<file path="config.mk">
export PLATFORM = sky130hd
export DESIGN_NAME = cu_sequencer
export DESIGN_NICKNAME = d
export VERILOG_FILES = /design/src/rtl/cu_sequencer.sv
export SDC_FILE = /design/constraint.sdc
export NUM_CORES = 1
export LEC_CHECK = 0
export ABC_AREA = 1
export CAP_MARGIN = 20
export CORE_MARGIN = 5
export CORE_UTILIZATION = 40
export DETAILED_ROUTE_END_ITERATION = 12
export GPL_TIMING_DRIVEN = 1
export PLACE_DENSITY = 0.76
export SLEW_MARGIN = 20
export SYNTH_ARGS = -nofsm -noshare
export SYNTH_HDL_FRONTEND = slang
export SYNTH_SLANG_ARGS = --single-unit
</file>
<file path="constraint.sdc">
create_clock -name clk -period 5.9 [get_ports clk]
set_input_delay 0.59 -clock clk [delete_from_list [all_inputs] [get_ports clk]]
set_output_delay 0.59 -clock clk [all_outputs]
set_load 0.03 [all_outputs]
</file>
<file path="src/rtl/cu_sequencer.sv">
// ---------------------------------------------------------------------------
// cu_sequencer
//   Two-cycle control unit that sits directly in front of the datapath.
//   FETCH latches the instruction word addressed by the PC. EXEC decodes it,
//   drives the datapath control word and moves the PC to its next value.
//   A HLT instruction parks the unit in HALT until reset.
//
// Ports
//   clk          system clock, rising edge
//   rst_n        asynchronous active-low reset
//   instr_in     instruction word at instr_addr (combinational ROM read)
//   zero         datapath zero flag, sampled during EXEC of a branch
//   address_in   datapath address_out (value of register rsA)
//   instr_addr   current PC
//   regWrite     register file write enable (EXEC only)
//   rsA/rsB/rd   register selects
//   constant_in  3-bit immediate
//   MB           1: constant_in feeds operand B, 0: register B
//   MD           1: memory data is written back, 0: EU result
//   op_select    EU operation
//   mem_write    data-memory write strobe (EXEC only)
//   halted       high while parked in HALT
//   illegal_op   one-cycle pulse when EXEC sees the undefined class 101
// ---------------------------------------------------------------------------
module cu_sequencer #(
    parameter int                   BUS_WIDTH = 16,
    parameter logic [BUS_WIDTH-1:0] RESET_PC  = '0
) (
    input  logic                 clk,
    input  logic                 rst_n,
    input  logic [15:0]          instr_in,
    input  logic                 zero,
    input  logic [BUS_WIDTH-1:0] address_in,
    output logic [BUS_WIDTH-1:0] instr_addr,
    output logic                 regWrite,
    output logic [2:0]           rsA,
    output logic [2:0]           rsB,
    output logic [2:0]           rd,
    output logic [2:0]           constant_in,
    output logic                 MB,
    output logic                 MD,
    output logic [3:0]           op_select,
    output logic                 mem_write,
    output logic                 halted,
    output logic                 illegal_op
);

    typedef enum logic [1:0] {
        S_FETCH = 2'd0,
        S_EXEC  = 2'd1,
        S_HALT  = 2'd2
    } state_t;

    localparam logic [2:0] C_ALU  = 3'b000;
    localparam logic [2:0] C_LD   = 3'b001;
    localparam logic [2:0] C_ST   = 3'b010;
    localparam logic [2:0] C_HLT  = 3'b011;
    localparam logic [2:0] C_IMM  = 3'b100;
    localparam logic [2:0] C_ILL  = 3'b101;
    localparam logic [2:0] C_BR   = 3'b110;
    localparam logic [2:0] C_JMP  = 3'b111;

    state_t               r_state;
    logic [BUS_WIDTH-1:0] r_pc;
    logic [15:0]          r_ir;

    logic [2:0]           w_class;
    logic [3:0]           w_op;
    logic                 w_exec;
    logic signed [5:0]    w_br_off;
    logic [BUS_WIDTH-1:0] w_br_off_ext;
    logic                 w_br_taken;
    logic [BUS_WIDTH-1:0] w_pc_next;

    assign w_class = r_ir[15:13];
    assign w_op    = r_ir[12:9];
    assign w_exec  = (r_state == S_EXEC);

    // Branch offset is split across the rd and rsB fields so that rsA stays
    // free to select the register whose zero-ness is tested.
    assign w_br_off     = {r_ir[8:6], r_ir[2:0]};
    assign w_br_off_ext = {{(BUS_WIDTH-6){w_br_off[5]}}, w_br_off};

    // op[0] chooses the polarity: 0 = branch on zero, 1 = branch on non-zero.
    assign w_br_taken = r_ir[9] ? ~zero : zero;

    always_comb begin
        w_pc_next = r_pc + BUS_WIDTH'(1);
        case (w_class)
            C_BR:    if (w_br_taken) w_pc_next = r_pc + w_br_off_ext;
            C_JMP:   w_pc_next = address_in;
            C_HLT:   w_pc_next = r_pc;
            default: w_pc_next = r_pc + BUS_WIDTH'(1);
        endcase
    end

    always_ff @(posedge clk or negedge rst_n) begin
        if (!rst_n) begin
            r_state <= S_FETCH;
            r_pc    <= RESET_PC;
            r_ir    <= '0;
        end else begin
            case (r_state)
                S_FETCH: begin
                    r_ir    <= instr_in;
                    r_state <= S_EXEC;
                end
                S_EXEC: begin
                    r_pc    <= w_pc_next;
                    r_state <= (w_class == C_HLT) ? S_HALT : S_FETCH;
                end
                S_HALT: begin
                    r_state <= S_HALT;
                end
                default: begin
                    r_state <= S_FETCH;
                end
            endcase
        end
    end

    // Field outputs follow IR in every state; with IR cleared by reset they
    // all read zero while reset is held.
    assign instr_addr  = r_pc;
    assign rd          = r_ir[8:6];
    assign rsA         = r_ir[5:3];
    assign rsB         = r_ir[2:0];
    assign constant_in = r_ir[2:0];
    assign MB          = (w_class == C_IMM);
    assign MD          = (w_class == C_LD);
    // Branches and jumps run MOVA (0000) so rsA appears on the EU result.
    assign op_select   = ((w_class == C_ALU) || (w_class == C_IMM)) ? w_op : 4'b0000;

    // Strobes only fire in EXEC so a reset mid-instruction cancels them.
    assign regWrite   = w_exec && ((w_class == C_ALU) || (w_class == C_IMM) ||
                                   (w_class == C_LD));
    assign mem_write  = w_exec && (w_class == C_ST);
    assign illegal_op = w_exec && (w_class == C_ILL);
    assign halted     = (r_state == S_HALT);

endmodule

</file>
==> results of run 1 <==
metrics by stage:
stage	std cells	hold slack, ps
final	646	515
after CTS	646	523
after global placement	638	489
after detailed placement	638	495
after floorplan	481	294
after global routing	646	548
cell type report:
class,count,area [um2]
Clock inverter,1,5.00
Inverter,80,300
Timing Repair Buffer,74,736
Fill cell,753,3720
Sequential cell,34,851
Multi-Input combinational cell,348,1820
Clock buffer,7,86.3
Tap cell,102,128
registers in the layout (all words and copies together) (netlist names):
signal	count
r_ir	16
r_state	2
instr_addr	16
cells by family after synthesis:
| group | count (synthesis) | synth area share [%] |
|---|---|---|
| AO/OA/AOI/OAI | 72 | 13.1 |
| XOR/XNOR | 8 | 2.26 |
| adder cells (fa/ha/maj) | 17 | 7.11 |
| buffers and inverters | 99 | 13.8 |
| flip-flops | 34 | 27.5 |
| multiplexers | 8 | 2.91 |
| AND/OR/NAND/NOR | 243 | 33.4 |
worst min path at each step:
stage,endpoint,slack (ps)
floorplan,instr_addr[0]$_DFFE_PN0P_,290
global placement,r_ir[5]$_DFFE_PN0N_,490
detailed placement,r_ir[3]$_DFFE_PN0N_,490
CTS,r_ir[4]$_DFFE_PN0N_,520
global route,r_ir[4]$_DFFE_PN0N_,550
finish,r_ir[3]$_DFFE_PN0N_,520
layer usage:
layer  track usage, %  wire length, um  up-vias
met2             32.8             4210       97
met4             5.86              150        0
met5                0                0        -
li1                 -                -     1659
met1             23.3             3740     1486
met3             4.71              653       12
worst register-to-register path: stages, from the launching register on:
cell and delay (ps):
dfrtp_1 470, ha_1 210, inv_1 50, fa_1 420, inv_1 120, nand3_1 100, nand3_1 140, a21oi_1 90
or2_2 270, nand3_1 70, nand3_1 60, nand2_1 60, inv_1 30
cell usage in the layout (no fill, tap or decap), drive strengths merged, types with 6 or more instances in the layout:
cell           instances
dfrtp                 34
clkdlybuf4s50         72
clkbuf                 7
nor2                  45
ha                    16
nand3                 37
nand2                144
a21oi                 34
mux2                   8
inv                   80
xor2                   7
nor3                   6
o21ai                 23
==> impl_metrics.json, run 1 <==
{
  "status": "complete, no violations",
  "synthTopCellsByArea": "dfrtp_1 (27%), nand2_1 (17%), inv_1 (9.2%)",
  "nets": 595,
  "gr-usage-all-layers_pct": 19.0,
  "tightest_slew_ps": 492,
  "yosys-top-cells-count": "nand2_1 (138), inv_1 (76), nor2_1 (39)",
  "dp_hpwl_mm": 6.90,
  "critical-path-max-stage-delay_ps": 750,
  "synth_flop_cell": "dfrtp_1",
  "fin_tns_setup_ps": 0,
  "hold_depth": 1,
  "syn_area_mm2": 0.00310,
  "clockRootBuffer": "clkbuf_8",
  "path_class": "reg2out",
  "startpoint_type": "register",
  "cts_resized": 0,
  "die_h_um": 98.0,
  "worstPathMaxFanout": 6,
  "crit_chain": "inv_2 > nor4_1 > clkdlybuf4s50_1",
  "grt_pass1_wl_mm": 15.3,
  "critPathCaptureType": "output pin",
  "critPathTopFamily": "buffers and inverters",
  "ys_seq_area_share_pct": 27.5,
  "synthArstFlopShare_pct": 100,
  "cts.sinks": 34,
  "worst_path_max_delay_cell": "clkdlybuf4s50_1",
  "drc_errors": 0,
  "dieArea_mm2": 0.00960,
  "postCtsHoldBufs": 0,
  "clk_pin_slew_worst_paths_ps": 70,
  "fp.dieW_um": 98.0,
  "rows": 32,
  "max_cap_violations": 0,
  "overflow": 0,
  "cp.depth": 3,
  "cts_buffer_depth": 2,
  "setup_viol": 0,
  "antennaDiodeCount": 0,
  "place_area_mm2": 0.00383,
  "reg2reg_to": "instr_addr[8]$_DFFE_PN0P_",
  "core_mm2": 0.00765,
  "drt-total-wl_mm": 8.75,
  "cp.arrival_ps": 1960,
  "grt_setup_unrepaired": "false",
  "reg2regPathDepth": 12,
  "h-tree-depth": 2,
  "drive_gt1_share_pct": 6.99,
  "cts_buffers": 5,
  "grt_max_degree": 35,
  "cp-startpoint": "r_ir[15]$_DFFE_PN0N_",
  "hold_viol": 0,
  "antenna_left": 0,
  "syn_area_per_cell_um2": 6.44,
  "synth_cells": 481,
  "port-buffer-count": 72,
  "min_from": "r_ir[3]$_DFFE_PN0N_",
  "routedWlPerCell_um": 13.6,
  "synth-edff-count": 0,
  "synth_most_common_cell": "nand2_1",
  "rrSetupSlack_ps": 3700,
  "dp_slack_ps": 3540,
  "crit_end": "illegal_op",
  "areaGrowthSynthToFinish_pct": 26.7,
  "synth_cell_types": 38,
  "drtIter0Drc": 233,
  "grt_pass1_vias": 3372,
  "hold_class": "reg2reg",
  "cts_tree": "done",
  "drt_pre_antenna_iters": 4,
  "start_util_pct": 40.5,
  "clock_latency_ps": 290,
  "min_period_ps": 2550,
  "postCtsSetupBuffers": 0,
  "via_per_inst": 5.04,
  "post-route-period-util_pct": 43.3,
  "yosysTopAreaCellShare_pct": 27.5,
  "syn-num-nets": 533,
  "synth_largest_area_cell": "dfrtp_1",
  "r2r_start": "instr_addr[0]$_DFFE_PN0P_",
  "skew_ps": 8.67,
  "antenna_found_initial": 0,
  "setup_slack_ps": 3350,
  "slew_headroom_pct": 67.2,
  "place_congestion": 0.907,
  "synth_warnings": 0,
  "final-max-slew-violation-count": 0,
  "ys_seq_elements": 34,
  "cp_data_required_time_ps": 5310,
  "final_core_util_pct": 51.3,
  "worst-path-buf-inv": 2,
  "clock.fmax_mhz": 392,
  "via_count": 3254,
  "final_area_mm2": 0.00393,
  "ioPinCount": 73
}
Power of run 1 is left out: the tool's default activity adds up to more than one toggle a clock period on the data nets, which glitch-free logic cannot reach.
==> run 2, diff against run 1 <==
--- a/config.mk
+++ b/config.mk
@@ -11,7 +11,7 @@
 export CORE_UTILIZATION = 40
 export DETAILED_ROUTE_END_ITERATION = 12
 export GPL_TIMING_DRIVEN = 1
-export PLACE_DENSITY = 0.76
+export PLACE_DENSITY = 0.79
 export SLEW_MARGIN = 20
 export SYNTH_ARGS = -nofsm -noshare
 export SYNTH_HDL_FRONTEND = slang
==> constraint.sdc (replaced) <==
create_clock -name clk -period 2.15 [get_ports clk]
set_input_delay 0.215 -clock clk [delete_from_list [all_inputs] [get_ports clk]]
set_output_delay 0.215 -clock clk [all_outputs]
set_load 0.03 [all_outputs]
==> run 2 against run 1 <==
Critical path depth unchanged. Via count up 3.4%. Register-to-register slack worse by 3500 ps. Highest routed layer unchanged.
==> impl_metrics.json, run 2 (synthesis gave the netlist of run 1 again) <==
{
  "dp.cells": 649,
  "grt_pass1_vias": 3469,
  "cts.sinks": 34,
  "h-tree-depth": 2,
  "place_congestion": 0.925,
  "post-route-period-util_pct": 96.4,
  "antenna_found_initial": 0,
  "dp_hpwl_mm": 7.38,
  "grt_pass1_wl_mm": 15.7,
  "grt_setup_unrepaired": "false",
  "layout_common_cells": "nand2_1 (138), inv_1 (76), clkdlybuf4s50_1 (69), nor2_1 (39), nand3_1 (35)",
  "status": "complete, no violations",
  "cp.arrival_ps": 1860,
  "cp_data_required_time_ps": 1930,
  "worstPathMaxFanout": 6,
  "routedWlPerCell_um": 14.4,
  "cts_tree": "done",
  "critPathCaptureType": "output pin",
  "cts_buffers": 5,
  "clock_latency_ps": 290,
  "drt_pre_antenna_iters": 4,
  "areaGrowthSynthToFinish_pct": 30.2,
  "overflow": 0,
  "skew_ps": 9.14,
  "rrSetupSlack_ps": 170,
  "postCtsHoldBufs": 0,
  "tightest_slew_ps": 504,
  "ioPinCount": 73,
  "path_class": "reg2out",
  "drc_errors": 0,
  "antennaDiodeCount": 0,
  "max_cap_violations": 0,
  "slew_headroom_pct": 66.4,
  "hold_viol": 0,
  "clockRootBuffer": "clkbuf_8",
  "antenna_left": 0,
  "die_h_um": 98.0,
  "via_count": 3366,
  "setup_viol": 0,
  "reg2reg_to": "instr_addr[8]$_DFFE_PN0P_",
  "fin_cells": 656,
  "final-max-slew-violation-count": 0,
  "grt_max_degree": 35,
  "via_per_inst": 5.13,
  "gr-usage-all-layers_pct": 20.1,
  "reg2regPathDepth": 12,
  "final_common_cell": "nand2_1",
  "drtIter0Drc": 246,
  "fin_tns_setup_ps": 0,
  "clk_pin_slew_worst_paths_ps": 80,
  "cts_buffer_depth": 2,
  "r2r_start": "r_ir[0]$_DFFE_PN0N_",
  "nets": 607,
  "port-buffer-count": 72,
  "min_period_ps": 2070,
  "drive_gt1_share_pct": 9.39,
  "rows": 32,
  "core_mm2": 0.00765,
  "fp.dieW_um": 98.0,
  "startpoint_type": "register",
  "clock.fmax_mhz": 483,
  "drt-total-wl_mm": 9.48,
  "fillerInstances": 757,
  "dieArea_mm2": 0.00960,
  "hold_class": "in2async",
  "start_util_pct": 40.5
}
-- run 2: stage by stage --
| stage | cell area [um2] | hold slack [ps] | setup WS (ps) | util, % |
|---|---|---|---|---|
| after floorplan | 3100 | -80.6 | 15.6 | - |
| after global placement | 3920 | 490 | 200 | 51.2 |
| after detailed placement | 3920 | 499 | 141 | 51.2 |
| after CTS | 4000 | 363 | 48.6 | 52.3 |
| after global routing | 4030 | 385 | 13.4 | 52.7 |
| final | 4030 | 351 | 77.8 | 52.7 |
-- run 2: worst max-delay path by stage --
stage | cells past startpoint | start | to | slack (ps)
floorplan | 12 | instr_addr[0]$_DFFE_PN0P_ | instr_addr[8]$_DFFE_PN0P_ | 20
global placement | 12 | r_ir[0]$_DFFE_PN0N_ | instr_addr[8]$_DFFE_PN0P_ | 200
detailed placement | 12 | r_ir[0]$_DFFE_PN0N_ | instr_addr[8]$_DFFE_PN0P_ | 140
CTS | 4 | r_ir[13]$_DFFE_PN0N_ | MB | 50
global route | 4 | r_ir[13]$_DFFE_PN0N_ | op_select[2] | 10
finish | 3 | r_ir[15]$_DFFE_PN0N_ | illegal_op | 80
-- run 2: worst max-delay path, cell delays in order, from the launching register on --
cell             delay [ps]
dfrtp_1                 420
inv_2                   100
nor4_1                  310
clkdlybuf4s50_1         740
-- run 2: cell type report --
| class | instances | area, um2 | area share [%] |
|---|---|---|---|
| multi-input cells | 348 | 1840 | 45.5 |
| inverters | 80 | 300 | 7.45 |
| flip-flops and latches | 34 | 852 | 21.1 |
| repair buffers | 86 | 833 | 20.7 |
| clock buffers | 6 | 82.6 | 2.05 |
| well taps | 102 | 128 | 3.16 |
-- run 2: per-layer routing --
metal,track usage [%],vias up,routed length [um]
met5,0,-,0
met4,7.56,0,243
met3,5.43,21,679
met2,35.2,116,4490
met1,23.3,1551,4060
li1,-,1678,-
-- run 2: repair_timing --
action | CTS | global route
resized for setup | 0 | 6
buffers inserted | 0 | 1
setup endpoints to repair | 0 | 5
Power of run 2 is left out for the same reason.
==> run 3, diff against run 2 <==
--- a/config.mk
+++ b/config.mk
@@ -7,6 +7,7 @@
 export LEC_CHECK = 0
 export ABC_AREA = 1
 export CAP_MARGIN = 20
+export CORE_ASPECT_RATIO = 1.5
 export CORE_MARGIN = 5
 export CORE_UTILIZATION = 40
 export DETAILED_ROUTE_END_ITERATION = 12
==> run 3 against run 2 <==
Register-to-register slack worse by 20 ps. Sequential share of layout area down 0.067 points. Cell area up 0.47%. Largest cell class unchanged. Critical endpoint unchanged. Utilization up 0.49 points. Count of clock-buffer cells in the layout up 1. First-iteration DRC count down 32%.
==> impl_metrics.json, run 3 (synthesis gave the netlist of run 1 again) <==
{
  "cts.sinks": 34,
  "nets": 603,
  "clock_latency_ps": 290,
  "drt-total-wl_mm": 9.34,
  "place_congestion": 0.925,
  "grt_setup_unrepaired": "false",
  "cts_buffers": 5,
  "rows": 39,
  "dieArea_mm2": 0.00964,
  "final-max-slew-violation-count": 0,
  "fillerInstances": 749,
  "critPathTopFamily": "buffers and inverters",
  "hold_class": "in2async",
  "cp_data_required_time_ps": 1930,
  "clk_pin_slew_worst_paths_ps": 50,
  "critical-path-max-stage-delay_ps": 730,
  "cts_tree": "done",
  "worst-path-buf-inv": 2,
  "final_common_cell": "nand2_1",
  "min_period_ps": 2020,
  "gr-usage-all-layers_pct": 20.8,
  "max_cap_violations": 0,
  "crit_chain": "inv_2 > nor4_1 > clkdlybuf4s50_1",
  "drive_gt1_share_pct": 9.06,
  "drt_pre_antenna_iters": 4,
  "layout_common_cells": "nand2_1 (138), inv_1 (76), clkdlybuf4s50_1 (72), nor2_1 (39), nand3_1 (35)",
  "tightest_slew_ps": 454,
  "hold_viol": 0,
  "cp.arrival_ps": 1800,
  "routedWlPerCell_um": 14.3,
  "h-tree-depth": 2,
  "path_class": "reg2out",
  "antenna_left": 0,
  "areaGrowthSynthToFinish_pct": 30.8,
  "start_util_pct": 40.7,
  "overflow": 0,
  "cts_buffer_depth": 2,
  "worstPathMaxFanout": 6,
  "fin_tns_setup_ps": 0,
  "dp_hpwl_mm": 7.44,
  "status": "complete, no violations",
  "ioPinCount": 73,
  "startpoint_type": "register",
  "clock.fmax_mhz": 495,
  "via_count": 3331,
  "final_core_util_pct": 53.2,
  "setup_viol": 0,
  "clockRootBuffer": "clkbuf_16",
  "fp.dieW_um": 81.8,
  "post-route-period-util_pct": 93.9,
  "slew_headroom_pct": 69.7,
  "grt_pass1_wl_mm": 15.8,
  "critPathCaptureType": "output pin",
  "grt_max_degree": 35,
  "worst_path_max_delay_cell": "clkdlybuf4s50_1",
  "core_mm2": 0.00761,
  "drc_errors": 0,
  "via_per_inst": 5.09,
  "port-buffer-count": 72,
  "antenna_found_initial": 0,
  "drtIter0Drc": 167,
  "grt_pass1_vias": 3468,
  "die_h_um": 118,
  "fin_hold_ws_ps": 340,
  "skew_ps": 6.22,
  "antennaDiodeCount": 0
}
run 3: worst reg2reg max path, cell delays in order (launching register included):
cell     delay [ps]
dfrtp_1         470
ha_1            390
or2_1           270
nand3_1         110
nand2_1         150
or2_0           240
nand3_1          70
nand2_1          50
o21ai_0          70
nand2_1          60
run 3: area by class of cell:
type / count / area (um2) / area share (%)
multi-input combinational: 348 / 1830 / 45.1
sequential: 34 / 853 / 21.1
timing repair buffer: 82 / 796 / 19.6
inverter: 80 / 300 / 7.41
clock buffer: 7 / 143 / 3.52
tap: 102 / 128 / 3.15
clock inverter: 1 / 5.00 / 0.124
run 3: final timing paths:
| kind | start | end | slack, ps | depth (start not counted) |
|---|---|---|---|---|
| worst max-delay path | r_ir[15]$_DFFE_PN0N_ | illegal_op | 130 | 3 |
| worst min-delay path | rst_n | instr_addr[15]$_DFFE_PN0P_ | 340 | 2 |
| worst max register to register | instr_addr[2]$_DFFE_PN0P_ | instr_addr[7]$_DFFE_PN0P_ | 150 | 9 |
| worst min register to register | r_ir[4]$_DFFE_PN0N_ | r_ir[4]$_DFFE_PN0N_ | 510 | 1 |
| max in group asynchronous | rst_n | instr_addr[1]$_DFFE_PN0P_ | 1470 | 2 |
| min in group clk | instr_in[15] | r_ir[15]$_DFFE_PN0N_ | 500 | 3 |
run 3: routing by layer:
layer	GRT usage, %	wire length [um]	up-vias
met3	4.52	597	29
li1	-	-	1669
met5	0	0	-
met1	22.3	3390	1509
met4	9.56	339	0
met2	37.4	5010	124
run 3: timing repair:
| action | CTS | global route |
|---|---|---|
| endpoints found under the setup margin | 0 | 3 |
| hold buffers | 0 | 0 |
| setup buffers | 0 | 1 |
| gates resized for setup | 0 | 4 |
run 3: stage by stage:
step / instance area (um2) / std cells / worst slack [ps]
floorplan: 3100 / 481 / 15.6
global placement: 3890 / 645 / 191
detailed placement: 3890 / 645 / 128
CTS: 4030 / 653 / 105
global route: 4050 / 654 / 1.31
finish: 4050 / 654 / 131
Power of run 3 is left out for the same reason.
